### src/rtl/uart_pkg.sv
// Shared UART definitions: FSM state encoding, data width and default baud divisor.
`timescale 1ns/1ps
package uart_pkg;

  localparam int DATA_BITS            = 8;
  localparam int DEFAULT_CLKS_PER_BIT = 27;  // 27 MHz clock at 1 Mbaud

  typedef enum logic [2:0] {
    IDLE      = 3'd0,
    START     = 3'd1,
    DATA      = 3'd2,
    STOP      = 3'd3,
    WAIT_HIGH = 3'd4
  } uart_state_t;

endpackage

### src/rtl/sync_2ff.sv
// Two-flop synchronizer for a single asynchronous input bit.
`timescale 1ns/1ps
module sync_2ff #(
  parameter logic RESET_VAL = 1'b1
) (
  input  logic clk,
  input  logic rst,
  input  logic d,
  output logic q
);

  logic meta;

  // Two back-to-back flops; both preset to the line's idle level on reset.
  always_ff @(posedge clk or posedge rst) begin
    if (rst) begin
      meta <= RESET_VAL;
      q    <= RESET_VAL;
    end else begin
      meta <= d;
      q    <= meta;
    end
  end

endmodule

### src/rtl/uart_rx.sv
// UART receiver: 8N1, mid-bit sampling, single-byte holding register with
// valid/ready handshake, frame-error and overrun pulses.
`timescale 1ns/1ps
module uart_rx
  import uart_pkg::*;
#(
  parameter int CLKS_PER_BIT = DEFAULT_CLKS_PER_BIT
) (
  input  logic                 CLK,
  input  logic                 RST,
  input  logic                 RXD,
  output logic [DATA_BITS-1:0] rx_data,
  output logic                 rx_valid,
  input  logic                 rx_ready,
  output logic                 frame_err,
  output logic                 overrun,
  output logic                 busy
);

  localparam int CW = $clog2(CLKS_PER_BIT);
  localparam int BW = $clog2(DATA_BITS);
  localparam logic [CW-1:0] FULL_LAST = CW'(CLKS_PER_BIT - 1);
  localparam logic [CW-1:0] HALF_LAST = CW'(CLKS_PER_BIT / 2 - 1);
  localparam logic [BW-1:0] LAST_BIT  = BW'(DATA_BITS - 1);

  uart_state_t          state;
  logic                 rxs;
  logic                 rxs_d;
  logic [1:0]           primed;
  logic [CW-1:0]        baud_cnt;
  logic [BW-1:0]        bit_cnt;
  logic [DATA_BITS-1:0] shift;

  sync_2ff #(.RESET_VAL(1'b1)) u_sync (
    .clk (CLK),
    .rst (RST),
    .d   (RXD),
    .q   (rxs)
  );

  assign busy = (state != IDLE);

  // Receive FSM with registered data, handshake and pulse outputs.
  always_ff @(posedge CLK or posedge RST) begin
    if (RST) begin
      state     <= IDLE;
      rxs_d     <= 1'b0;
      primed    <= 2'b00;
      baud_cnt  <= '0;
      bit_cnt   <= '0;
      shift     <= '0;
      rx_data   <= '0;
      rx_valid  <= 1'b0;
      frame_err <= 1'b0;
      overrun   <= 1'b0;
    end else begin
      frame_err <= 1'b0;
      overrun   <= 1'b0;
      // The synchronizer flops come out of reset holding 1, so the first two
      // samples are not the real line. The edge-detect history is held low
      // until real samples arrive; a line held low through reset then never
      // looks like a falling edge.
      primed    <= {primed[0], 1'b1};
      rxs_d     <= primed[1] ? rxs : 1'b0;

      if (rx_valid && rx_ready) begin
        rx_valid <= 1'b0;
      end

      case (state)
        IDLE: begin
          baud_cnt <= '0;
          bit_cnt  <= '0;
          if (rxs_d && !rxs) begin
            state <= START;
          end
        end

        START: begin
          if (baud_cnt == HALF_LAST) begin
            baud_cnt <= '0;
            state    <= rxs ? IDLE : DATA;  // high at mid-start: glitch
          end else begin
            baud_cnt <= baud_cnt + 1'b1;
          end
        end

        DATA: begin
          if (baud_cnt == FULL_LAST) begin
            baud_cnt <= '0;
            shift    <= {rxs, shift[DATA_BITS-1:1]};
            bit_cnt  <= bit_cnt + 1'b1;
            if (bit_cnt == LAST_BIT) begin
              state <= STOP;
            end
          end else begin
            baud_cnt <= baud_cnt + 1'b1;
          end
        end

        STOP: begin
          if (baud_cnt == FULL_LAST) begin
            baud_cnt <= '0;
            if (rxs) begin
              // Leave at mid-stop so a back-to-back start edge is caught.
              state <= IDLE;
              if (rx_valid && !rx_ready) begin
                overrun <= 1'b1;
              end else begin
                rx_data  <= shift;
                rx_valid <= 1'b1;
              end
            end else begin
              frame_err <= 1'b1;
              state     <= WAIT_HIGH;
            end
          end else begin
            baud_cnt <= baud_cnt + 1'b1;
          end
        end

        WAIT_HIGH: begin
          if (rxs) begin
            state <= IDLE;
          end
        end

        default: state <= IDLE;
      endcase
    end
  end

endmodule

### config.mk
export PLATFORM = sky130hd
export DESIGN_NAME = uart_rx
export DESIGN_NICKNAME = d
export VERILOG_FILES = /design/src/rtl/uart_pkg.sv /design/src/rtl/sync_2ff.sv /design/src/rtl/uart_rx.sv
export SDC_FILE = /design/constraint.sdc
export NUM_CORES = 1
export LEC_CHECK = 0
export ABC_AREA = 1
export BUFFER_PORTS_ARGS = -buffer_cell sky130_fd_sc_hd__buf_2
export CORE_MARGIN = 5
export CORE_UTILIZATION = 40
export DETAILED_ROUTE_END_ITERATION = 10
export PLACE_DENSITY = 0.6
export SETUP_SLACK_MARGIN = 0.4
export SLEW_MARGIN = 0
export SYNTH_ARGS = -nofsm -noshare
export SYNTH_HDL_FRONTEND = slang
export SYNTH_SLANG_ARGS = --single-unit
### constraint.sdc
create_clock -name CLK -period 2.5 [get_ports CLK]
set_input_delay 0.375 -clock CLK [delete_from_list [all_inputs] [get_ports CLK]]
set_output_delay 0.375 -clock CLK [all_outputs]
set_load 0.03 [all_outputs]
# Word-level counts from Yosys, hierarchy flattened
# Cells that the tools add are included.
# classes
eq_ne	13
n_reduce_logical	14
addsub	2
bitwise_logic	1
n_mux	27
# op_table
op	n
$mux 3	8
$pmux 3 s5	1
$pmux 5 s3	1
$mux 1	13
$mux 5	2
$ne 2x2->1 const B	5
$eq 3x2->1 const B	2
$eq 3x3->1 const B	2
$pmux 3 s2	1
$reduce_and 6->1	1
$reduce_bool 3->1	2
$add 5x1->5 const B	1
$eq 5x4->1 const B	1
$eq 5x5->1 const B	1
$reduce_and 2->1	2
$reduce_and 4->1	1
$add 3x1->3 const B	1
$eq 3x1->1 const B	1
$logic_and 1x1->1	3
$logic_not 3->1	1
$logic_not 1->1	2
$mux 2	1
$ne 2x1->1 const B	1
$reduce_bool 2->1	1
2 further kinds	2
# totals
regBits	35
in_bits	4
out_inout_bits	12

# Logic depth before layout (Yosys ltp)
# Gate-level depths: netlist of the first run.
# depth
depth_word	6
mapped_depth	9
mapped_depth_nobuf	9

# Cells and area by module
# Synthesis of the first run repeated with hierarchy kept, for this count alone.
# hier_totals
hier_cells	168
area_unflattened_um2	1589.0
# modules_own_cells
module	cells_each	seq_area_each_um2	instances	area_each_um2
uart_rx	165	825.8	1	1532.7
sync_2ff	3	52.6	1	56.3

# Least setup slack after synthesis of the first run
# No wires, ideal clock.
# synth_path
path_kind	flip-flop to flip-flop
from	register baud_cnt[0]
to	register rx_data[0]
path_stages_with_launch	9
synth_period_minus_slack_ns	1.430
arrival_ns	1.313
n_path_buf	1
setup_ns	0.118
setup_slack_ns	1.070
cell_sequence	dfrtp_1 > inv_1 > ha_1 > nand2_2 > nor2_4 > nand4_4 > buf_6 > nand2_2 > o21ai_2
# synth_via
elab_chain_cells	2
# synth_rtl
item	line_no	rtl
start: declaration	uart_rx.sv:30	logic [CW-1:0] baud_cnt;
start signal: assignment	uart_rx.sv:84	baud_cnt <= baud_cnt + 1'b1;
start signal: assignment	uart_rx.sv:97	baud_cnt <= baud_cnt + 1'b1;
start signal: assignment	uart_rx.sv:118	baud_cnt <= baud_cnt + 1'b1;
$eq 5x5->1	uart_rx.sv:102	if (baud_cnt == FULL_LAST) begin
$reduce_and 4->1 (no line)	-	
end signal: assignment	uart_rx.sv:110	rx_data <= shift;
end: declaration	uart_rx.sv:12	output logic [DATA_BITS-1:0] rx_data,
# Every way passes these cells.
# A chain may end at the register's enable or synchronous reset.

# Worst setup path after layout of the first run
# layout_path
from	register baud_cnt[0]
to	register rx_data[6]
# The elaborated chain is that of the path after synthesis.

==> out/metrics.csv, run 1 <==
stage;metric;value;unit
power_and_ir_drop;leakage;0.9460;nW
sta;finalHoldViolCount;0;
sta;fin_crit;1.617;ns
clock_network;post_cts_buffers;0;
global_routing;grt_pass1_vias;1171;
critical_path;critPathKind;flip-flop to flip-flop;
critical_path;reg2reg_setup_slack;0.88;ns
global_routing;grt_pass1_wl;4.995;mm
synth;syn_inst;173;
synth;syn-mean-instance-area;9.395;µm²
clock_network;max-clock-path-buffers;2;
synth;yosys-top-cells-count;nand2_1, dfrtp_1, inv_1;
sta;rsz0062_at_grt;false;
floorplan;die_y;73.75;µm
synth;synth_xor_area_frac;0.01078;
layout;nets;202;
clock_network;clk_pin_slew;0.07;ns
synth;yosysTopAreaCellShare;0.5081;
layout;area_growth;14.47;%
detailed_routing;viasPerCell;4.664;
floorplan;start_util;0.4093;
global_routing;antenna_found_initial;0;
detailed_routing;drtIter0Drc;82;
placement;gp_congestion;0.9368;
critical_path;slowest_delay;0.40;ns
synth;synth_area_leaders;dfrtp_1, nand2_1, inv_1;
synth;ys_warn_count;0;
synth;yosys_register_bits;35;
power_and_ir_drop;irDropWorstVdd;0.0003490;V
floorplan;io_pins;16;
critical_path;rr_worst_depth;7;
synth;syn_nets;182;
sta;finalCritPeriodShare;0.6469;
detailed_routing;wire_per_inst;11.26;µm
synth;synth_area_leader_cell;dfrtp_1;
synth;ys_seq_area_frac;0.5404;
clock_network;clock_latency;0.28;ns
min_path;min_path_type;primary input to asynchronous set/reset pin;
placement;port-buffer-count;15;
clock_network;hold_buffers;0;
placement;pre_cts_slack;0.8672;ns
sta;setup_viol;0;
global_routing;grt_use_total;0.1213;
sta;fin_setup_tns;0;ns
clock_network;clock-sinks;35;
synth;synth_compound_gate_area_share;0.09392;
sta;timing.fmax;0.6183;GHz
critical_path;cp_data_arrival_time;1.79;ns
synth;synth-adder-area-share;0.03849;
power_and_ir_drop;total_power;1.481;mW
critical_path;start_kind;flip-flop;
clock_network;cts_resized;0;
synth;synth_cell_type_count;23;
critical_path;crit_fanout;16;
placement;dp_hpwl;2.016;mm
floorplan;rows;23;
critical_path;crit_slowest_cell;dfrtp_1;
detailed_routing;ant_nets;0;
layout;drive_above_1_share;0.2268;
job;max_cap_violations;0;
clock_network;clock-root-buffer;clkbuf_8;
clock_network;cts_buffers;5;
synth;ys.flop_type;dfrtp_1;
floorplan;coreArea;3971;µm²
critical_path;required;2.67;ns
global_routing;grt_overflow;0;
clock_network;cts_tree;done;
power_and_ir_drop;cellPowerDensity;796.0;nW/µm²
global_routing;grt_max_degree;36;
floorplan;die_w;73.75;µm
synth;syn_area;1625;µm²
detailed_routing;drt_wl_total;2.747;mm
sta;slew_viol_final;0;
layout;antenna_cells;0;
critical_path;r2r-end;rx_data[6]$_DFFE_PP0P_;
detailed_routing;drtPass1Iterations;4;
run_status;status;completed;
clock_network;htreeDepth;2;
detailed_routing;vias;1138;
synth;synth_mux_area_frac;0;
synth;synth_top_family_by_area;simple AND/OR/NAND/NOR gates;
critical_path;path_cells;inv_1, ha_1, nand2_2, nor2_4, nand4_4, nand2_1, o21ai_2;
sta;layout_setup_ws;0.8827;ns
synth;synth_most_common_cell;nand2_1;
synth;synth_edf_count;0;
critical_path;end_kind;flip-flop;
floorplan;dieArea;5438;µm²
detailed_routing;drcViolationCount;0;
synth;ys_async_sr_fraction;1.000;
critical_path;rr_startpoint;baud_cnt[0]$_DFFE_PP0P_;
synth;yosys.area_share.simple;0.2371;
sta;skew;0.006113;ns
## layout by cell type, fill, tap and decap left out, types with 4 or more instances in the layout
master / instances
nand2_2: 4
o21ai_0: 13
nand2_1: 41
dfrtp_1: 33
buf_2: 15
inv_1: 25
nor2_1: 15
nand3_1: 9
clkbuf_8: 6
ha_1: 5
o21ai_2: 8
## layer usage
metal	global-route usage	wire length, µm	vias up
met5	0	0	-
met4	0.05634	54	0
met3	0.04104	100	6
met2	0.1988	1380	15
met1	0.1422	1211	541
li1	-	-	576
## registers in the layout, summed over array words and instances, names as in the netlist
register     flops
primed           2
u_sync.q         1
shift            8
rxs_d            1
baud_cnt         5
frame_err        1
rx_data          8
u_sync.meta      1
rx_valid         1
bit_cnt          3
overrun          1
state            3
## logic make-up (layout without fill, tap and decap cells)
family | Yosys count | count (layout)
AOI/OAI and AO/OA | 24 | 24
DFF | 35 | 35
adders and majority gates | 5 | 5
xor gates and xnor gates | 2 | 2
and+or+nand+nor | 77 | 77
other | 1 | 1
buffers and inverters | 29 | 50
## layout make-up
cell class              instances  area (µm²)
clock buffers                   6       82.58
fillers                       392        2111
well taps                      50       62.56
inverters                      26       97.59
repair buffers                 16       82.58
flip-flops and latches         35       878.3
multi-input cells             109       621.8
clock inverters                 2       35.03
## metrics by stage
stage	hold WS (ns)	instance area [µm²]	instances	utilization
2_1_floorplan	0.3312	1625	173	-
3_3_place_gp	0.3341	1743	236	0.4389
3_5_place_dp	0.3468	1743	236	0.4389
4_1_cts	0.1770	1861	244	0.4685
5_1_grt	0.1674	1861	244	0.4685
6_report	0.1791	1861	244	0.4685
## power breakdown
group | switching (mW) | internal, mW
Clock | 0.199 | 0.322
Sequential | 0.0438 | 0.606
Combinational | 0.214 | 0.0956
## critical path, delay by kind of cell, from the launching register on
family	cells	cell delay [ns]
compound gates	1	0.06
fa+ha+maj	1	0.24
simple gates	4	0.70
flops	1	0.40
buf+inv	1	0.12
## how the worst max path moves through the flow
stage / startpoint / endpoint / slack (ns) / cells past startpoint
after floorplan: baud_cnt[0]$_DFFE_PP0P_ / rx_data[0]$_DFFE_PP0P_ / 1.07 / 8
after global placement: baud_cnt[0]$_DFFE_PP0P_ / rx_data[2]$_DFFE_PP0P_ / 0.93 / 7
after detailed placement: baud_cnt[0]$_DFFE_PP0P_ / rx_data[6]$_DFFE_PP0P_ / 0.87 / 7
after CTS: baud_cnt[0]$_DFFE_PP0P_ / rx_data[6]$_DFFE_PP0P_ / 0.86 / 7
after global routing: baud_cnt[0]$_DFFE_PP0P_ / rx_data[6]$_DFFE_PP0P_ / 0.75 / 7
final: baud_cnt[0]$_DFFE_PP0P_ / rx_data[6]$_DFFE_PP0P_ / 0.88 / 7
Note: power is estimated with default switching activity, not from simulation.
==> inputs of run 2 (changes only) <==
Settings changed: ABC_AREA 1 to 0, PLACE_DENSITY 0.6 to 0.62.
Clock period 2.5 ns to 1.4 ns, I/O delays scaled along.
==> out/metrics.csv, run 2 <==
stage;metric;value;unit
global_routing;grt_max_degree;36;
clock_network;clk_pin_slew;0.08;ns
sta;setup_viol;28;
synth;yosysTopAreaCellShare;0.5414;
layout;area_growth;56.11;%
detailed_routing;vias;1156;
global_routing;grt_use_total;0.1436;
floorplan;dieArea;5148;µm²
layout;final_common_cell;dfrtp_1;
synth;synth_area_leaders;dfrtp_1, mux2_2, ha_1;
floorplan;rows;22;
critical_path;start_kind;flip-flop;
placement;port-buffer-count;15;
synth;ys_async_sr_fraction;1.000;
placement;placedCellCount;197;
sta;finalHoldViolCount;0;
critical_path;critPathKind;flip-flop to flip-flop;
sta;rsz0062_at_grt;true;
detailed_routing;viasPerCell;5.161;
job;max_cap_violations;0;
sta;slew_viol_final;0;
synth;ys_warn_count;0;
layout;antenna_cells;0;
synth;ys.flop_type;dfrtp_1;
synth;synth_cell_type_count;37;
floorplan;start_util;0.4135;
global_routing;antenna_found_initial;0;
clock_network;htreeDepth;2;
global_routing;grt_overflow;0;
synth;yosys_register_bits;35;
detailed_routing;drtIter0Drc;33;
sta;fin_crit;1.750;ns
synth;syn-mean-instance-area;12.61;µm²
layout;drive_above_1_share;0.6023;
floorplan;die_y;71.75;µm
placement;dp_hpwl;2.033;mm
layout;nets;184;
floorplan;coreArea;3689;µm²
sta;finalCritPeriodShare;1.250;
clock_network;hold_buffers;0;
clock_network;clock-root-buffer;clkbuf_8;
clock_network;clock_latency;0.28;ns
sta;layout_setup_ws;-0.3498;ns
synth;ys_seq_area_frac;0.5759;
power_and_ir_drop;cellPowerDensity;1311;nW/µm²
clock_network;max-clock-path-buffers;2;
sta;timing.fmax;0.5715;GHz
synth;syn_nets;130;
floorplan;io_pins;16;
layout;mostFrequentLayoutCells;dfrtp_1, buf_6, buf_4;
placement;gp_congestion;0.8599;
run_status;violations;setup timing;
layout;n_fill_cell;275;
placement;pre_cts_slack;-0.4070;ns
layout;largestRegisters;rx_data (8), shift (8), baud_cnt (5);
synth;yosys-top-cells-count;dfrtp_1, mux2_2, nand2_1;
detailed_routing;drtPass1Iterations;4;
run_status;status;finished with violations;
global_routing;grt_pass1_wl;5.837;mm
detailed_routing;drt_wl_total;3.471;mm
placement;dpl_cell_area;1779;µm²
critical_path;cp_data_arrival_time;1.92;ns
power_and_ir_drop;leakage;1.139;nW
layout;final_cells;224;
clock_network;cts_buffers;5;
critical_path;required;1.57;ns
critical_path;crit_fanout;4;
detailed_routing;drcViolationCount;0;
synth;synth_edf_count;0;
global_routing;grt_pass1_vias;1204;
clock_network;cts_tree;done;
min_path;min_path_type;primary input to asynchronous set/reset pin;
detailed_routing;wire_per_inst;15.50;µm
synth;synth_area_leader_cell;dfrtp_1;
clock_network;clock-sinks;35;
layout;design_area;2381;µm²
synth;syn_area;1525;µm²
synth;syn_inst;121;
critical_path;end_kind;flip-flop;
detailed_routing;ant_nets;0;
sta;skew;0.01297;ns
floorplan;die_w;71.75;µm
power_and_ir_drop;irDropWorstVdd;0.0007330;V
synth;synth_most_common_cell;dfrtp_1;
-- run 2: changes by cell type in the layout (fill, tap and decap cells not counted), moves of 5 or more --
cell	delta
o21ai_0	-13
buf_2	-12
buf_4	+18
o21ai_2	-5
buf_6	+27
inv_1	-23
nand2_1	-35
nor2_1	-11
nand3_1	-6
mux2_4	+16
-- run 2: metrics by stage --
stage	total power, mW	hold slack [ns]	TNS (ns)	utilization
final	3.122	0.008500	-7.736	0.6455
after global routing	3.260	0.01766	-10.02	0.6455
after CTS	2.994	0.01930	-6.881	0.6157
after detailed placement	1.749	0.3162	-6.445	0.4824
after global placement	1.718	0.3154	-5.791	0.4824
after floorplan	1.495	0.2145	-4.846	-
-- run 2: power by group --
part           switching [mW]  leakage, nW  internal [mW]
clock                   0.375       0.0644          0.710
sequential             0.0799        0.462           1.11
combinational           0.362        0.613          0.483
total                   0.816         1.14           2.31
-- run 2: layout make-up --
class	instances	area (µm²)	share of cell area
flip-flops and latches	35	879.6	0.3694
clock buffers	5	68.82	0.02890
inverters	4	15.01	0.006306
repair buffers	52	521.8	0.2191
well taps	48	60.06	0.02522
clock inverters	3	67.56	0.02838
multi-input cells	77	768.2	0.3226
-- run 2: path summary, 6_finish.rpt --
check | to | cells past startpoint | from | slack, ns
max reg2reg | baud_cnt[2]$_DFFE_PP0P_ | 9 | baud_cnt[0]$_DFFE_PP0P_ | -0.35
min | rx_data[7]$_DFFE_PP0P_ | 3 | RST | 0.008
max | baud_cnt[2]$_DFFE_PP0P_ | 9 | baud_cnt[0]$_DFFE_PP0P_ | -0.35
min in group CLK | u_sync.meta$_DFF_PP1_ | 1 | RXD | 0.03
min reg2reg | u_sync.q$_DFF_PP1_ | 0 | u_sync.meta$_DFF_PP1_ | 0.36
max in group asynchronous | u_sync.meta$_DFF_PP1_ | 3 | RST | 1.04
-- run 2: critical path, stage by stage, from the launching register on --
cell,delay (ns)
dfrtp_1,0.39
inv_2,0.08
buf_4,0.11
buf_6,0.08
buf_6,0.08
ha_4,0.10
and4b_2,0.26
a2bb2oi_4,0.23
o21bai_1,0.10
a21o_2,0.21
-- run 2: repair_timing --
action,CTS,global route
endpoints found under the hold margin,0,0
pin swaps,13,10
gates resized for setup,71,13
setup endpoints to repair,42,42
buffers inserted,10,9
-- run 2: kinds of logic (layout without fill, tap and decap cells) --
group,after synthesis,in the layout,synth area share
simple gates,37,37,0.1436
fa+ha+maj,5,5,0.04102
other cells,1,1,0.002459
mux,16,16,0.1181
flops,35,35,0.5759
compound gates,18,18,0.08286
buf+inv,9,64,0.03609
-- run 2: metal layers --
| layer | part of all wire | GRT usage | up-vias |
|---|---|---|---|
| met2 | 0.52 | 0.2378 | 27 |
| met4 | 0.0043 | 0.03758 | 0 |
| li1 | - | - | 527 |
| met5 | 0 | 0 | - |
| met1 | 0.44 | 0.1853 | 598 |
| met3 | 0.041 | 0.03927 | 4 |
==> inputs of run 3 (changes only) <==
Settings changed: CORE_UTILIZATION 40 to 35, PLACE_DENSITY 0.62 to unset, PLACE_DENSITY_LB_ADDON set to 0.15.
==> out/metrics.csv, run 3 (synthesis results as in run 2) <==
stage;metric;value;unit
sta;fin_setup_tns;-6.896;ns
placement;dp_hpwl;2.046;mm
layout;final_cells;230;
clock_network;htreeDepth;2;
critical_path;slowest_delay;0.38;ns
critical_path;crit_start;baud_cnt[0]$_DFFE_PP0P_;
layout;area_growth;49.39;%
layout;antenna_cells;0;
global_routing;grt_max_degree;36;
detailed_routing;wire_per_inst;14.46;µm
sta;layout_setup_ws;-0.3243;ns
global_routing;grt_use_total;0.1241;
floorplan;coreArea;4294;µm²
critical_path;rr_startpoint;baud_cnt[0]$_DFFE_PP0P_;
clock_network;cts_buffers;5;
placement;gp_congestion;0.7218;
global_routing;grt_pass1_vias;1251;
sta;skew;0.006631;ns
detailed_routing;drt_wl_total;3.326;mm
power_and_ir_drop;leakage;1.116;nW
power_and_ir_drop;cellPowerDensity;1103;nW/µm²
sta;setup_viol;29;
critical_path;start_kind;flip-flop;
critical_path;path_cells;inv_2, ha_4, and4b_4, buf_4, nand2_4, nor3_4, buf_12, mux2_4;
clock_network;clk_pin_slew;0.07;ns
floorplan;die_w;76.02;µm
layout;largestRegisters;rx_data (8), shift (8), baud_cnt (5);
floorplan;start_util;0.3552;
detailed_routing;viasPerCell;4.870;
clock_network;clock-root-buffer;clkbuf_8;
clock_network;max-clock-path-buffers;2;
layout;mostFrequentLayoutCells;dfrtp_1, buf_4, buf_6;
detailed_routing;drcViolationCount;0;
job;max_cap_violations;0;
placement;placedCellCount;205;
placement;port-buffer-count;15;
critical_path;critical-path-top-delay-family;simple AND/OR/NAND/NOR gates;
min_path;min_path_type;primary input to asynchronous set/reset pin;
detailed_routing;drtIter0Drc;82;
sta;timing.fmax;0.5799;GHz
global_routing;grt_pass1_wl;5.789;mm
critical_path;cp_data_arrival_time;1.89;ns
layout;n_fill_cell;379;
layout;drive_above_1_share;0.5506;
floorplan;io_pins;16;
floorplan;rows;24;
critical_path;critPathKind;flip-flop to flip-flop;
clock_network;cts_tree;done;
global_routing;grt_overflow;0;
floorplan;dieArea;5778;µm²
critical_path;crit_slowest_cell;dfrtp_1;
sta;holdWs;0.02092;ns
critical_path;rr_worst_depth;8;
clock_network;clock-sinks;35;
layout;nets;186;
detailed_routing;vias;1120;
critical_path;cp.depth;8;
layout;final_common_cell;dfrtp_1;
sta;finalHoldViolCount;0;
critical_path;required;1.57;ns
run_status;status;finished with violations;
sta;fin_crit;1.724;ns
placement;pre_cts_slack;-0.3821;ns
sta;rsz0062_at_grt;true;
run_status;violations;setup timing;
floorplan;die_y;76.02;µm
global_routing;antenna_found_initial;0;
critical_path;end_kind;flip-flop;
detailed_routing;drtPass1Iterations;4;
critical_path;crit_fanout;8;
detailed_routing;ant_nets;0;
sta;slew_viol_final;0;
clock_network;clock_latency;0.28;ns
power_and_ir_drop;irDropWorstVdd;0.0005200;V
sta;finalCritPeriodShare;1.232;
critical_path;critPathBufInv;3;
==> run 3: cell types whose count changed in the layout (fill, tap and decap cells not counted), moves of 2 or more <==
cell       delta
buf_6         -4
buf_4         +7
o21ai_2       -2
buf_12        -2
bufinv_16     -2
==> run 3: through the flow <==
| step | util | cell area [µm²] | power (mW) |
|---|---|---|---|
| global placement | 0.4225 | 1814 | 1.732 |
| finish | 0.5306 | 2278 | 2.513 |
| floorplan | - | 1540 | 1.495 |
| detailed placement | 0.4225 | 1814 | 1.748 |
| global route | 0.5306 | 2278 | 2.675 |
| CTS | 0.5157 | 2215 | 2.526 |
==> run 3: power breakdown <==
part           total (mW)  switching [mW]  internal (mW)
Clock               0.700           0.353          0.347
Combinational       0.624           0.283          0.341
Sequential           1.19          0.0774           1.11
==> run 3: path summary, 6_finish.rpt <==
check	slack, ns	to
max	-0.32	shift[2]$_DFFE_PP0P_
max reg2reg	-0.32	shift[2]$_DFFE_PP0P_
min reg2reg	0.34	primed[1]$_DFF_PP0_
min	0.02	state[1]$_DFFE_PP0P_
min in group CLK	0.03	u_sync.meta$_DFF_PP1_
max in group asynchronous	1.03	u_sync.meta$_DFF_PP1_
==> run 3: worst reg2reg max path, cell delays in order (launching register included) <==
cell and delay (ns):
dfrtp_1 0.38, inv_2 0.07, ha_4 0.12, and4b_4 0.24, buf_4 0.12, nand2_4 0.05, nor3_4 0.15, buf_12 0.17
mux2_4 0.31
==> run 3: layer usage <==
metal  global-route usage  vias to the layer above  wire, µm
met1               0.1440                      561      1458
met4              0.04270                        0        34
met5                    0                        -         0
met2               0.2132                       20      1727
met3              0.04019                        4       106
li1                     -                      535         -
==> run 3: final cells by class <==
type                    count  area, µm²  area share
clock buffers               6      72.57     0.03185
well taps                  52      65.06     0.02856
multi-input cells          77      730.7      0.3207
repair buffers             54      504.2      0.2213
inverters                   4      15.01    0.006590
flip-flops and latches     35      878.3      0.3855
clock inverters             2      12.51    0.005491
==> run 3: repair_timing <==
item | in CTS | in global routing
cloned | 0 | 0
hold buffers | 0 | 0
pin swaps | 7 | 2
endpoints found under the setup margin | 42 | 42
resized for setup | 63 | 5
buffers inserted | 11 | 6
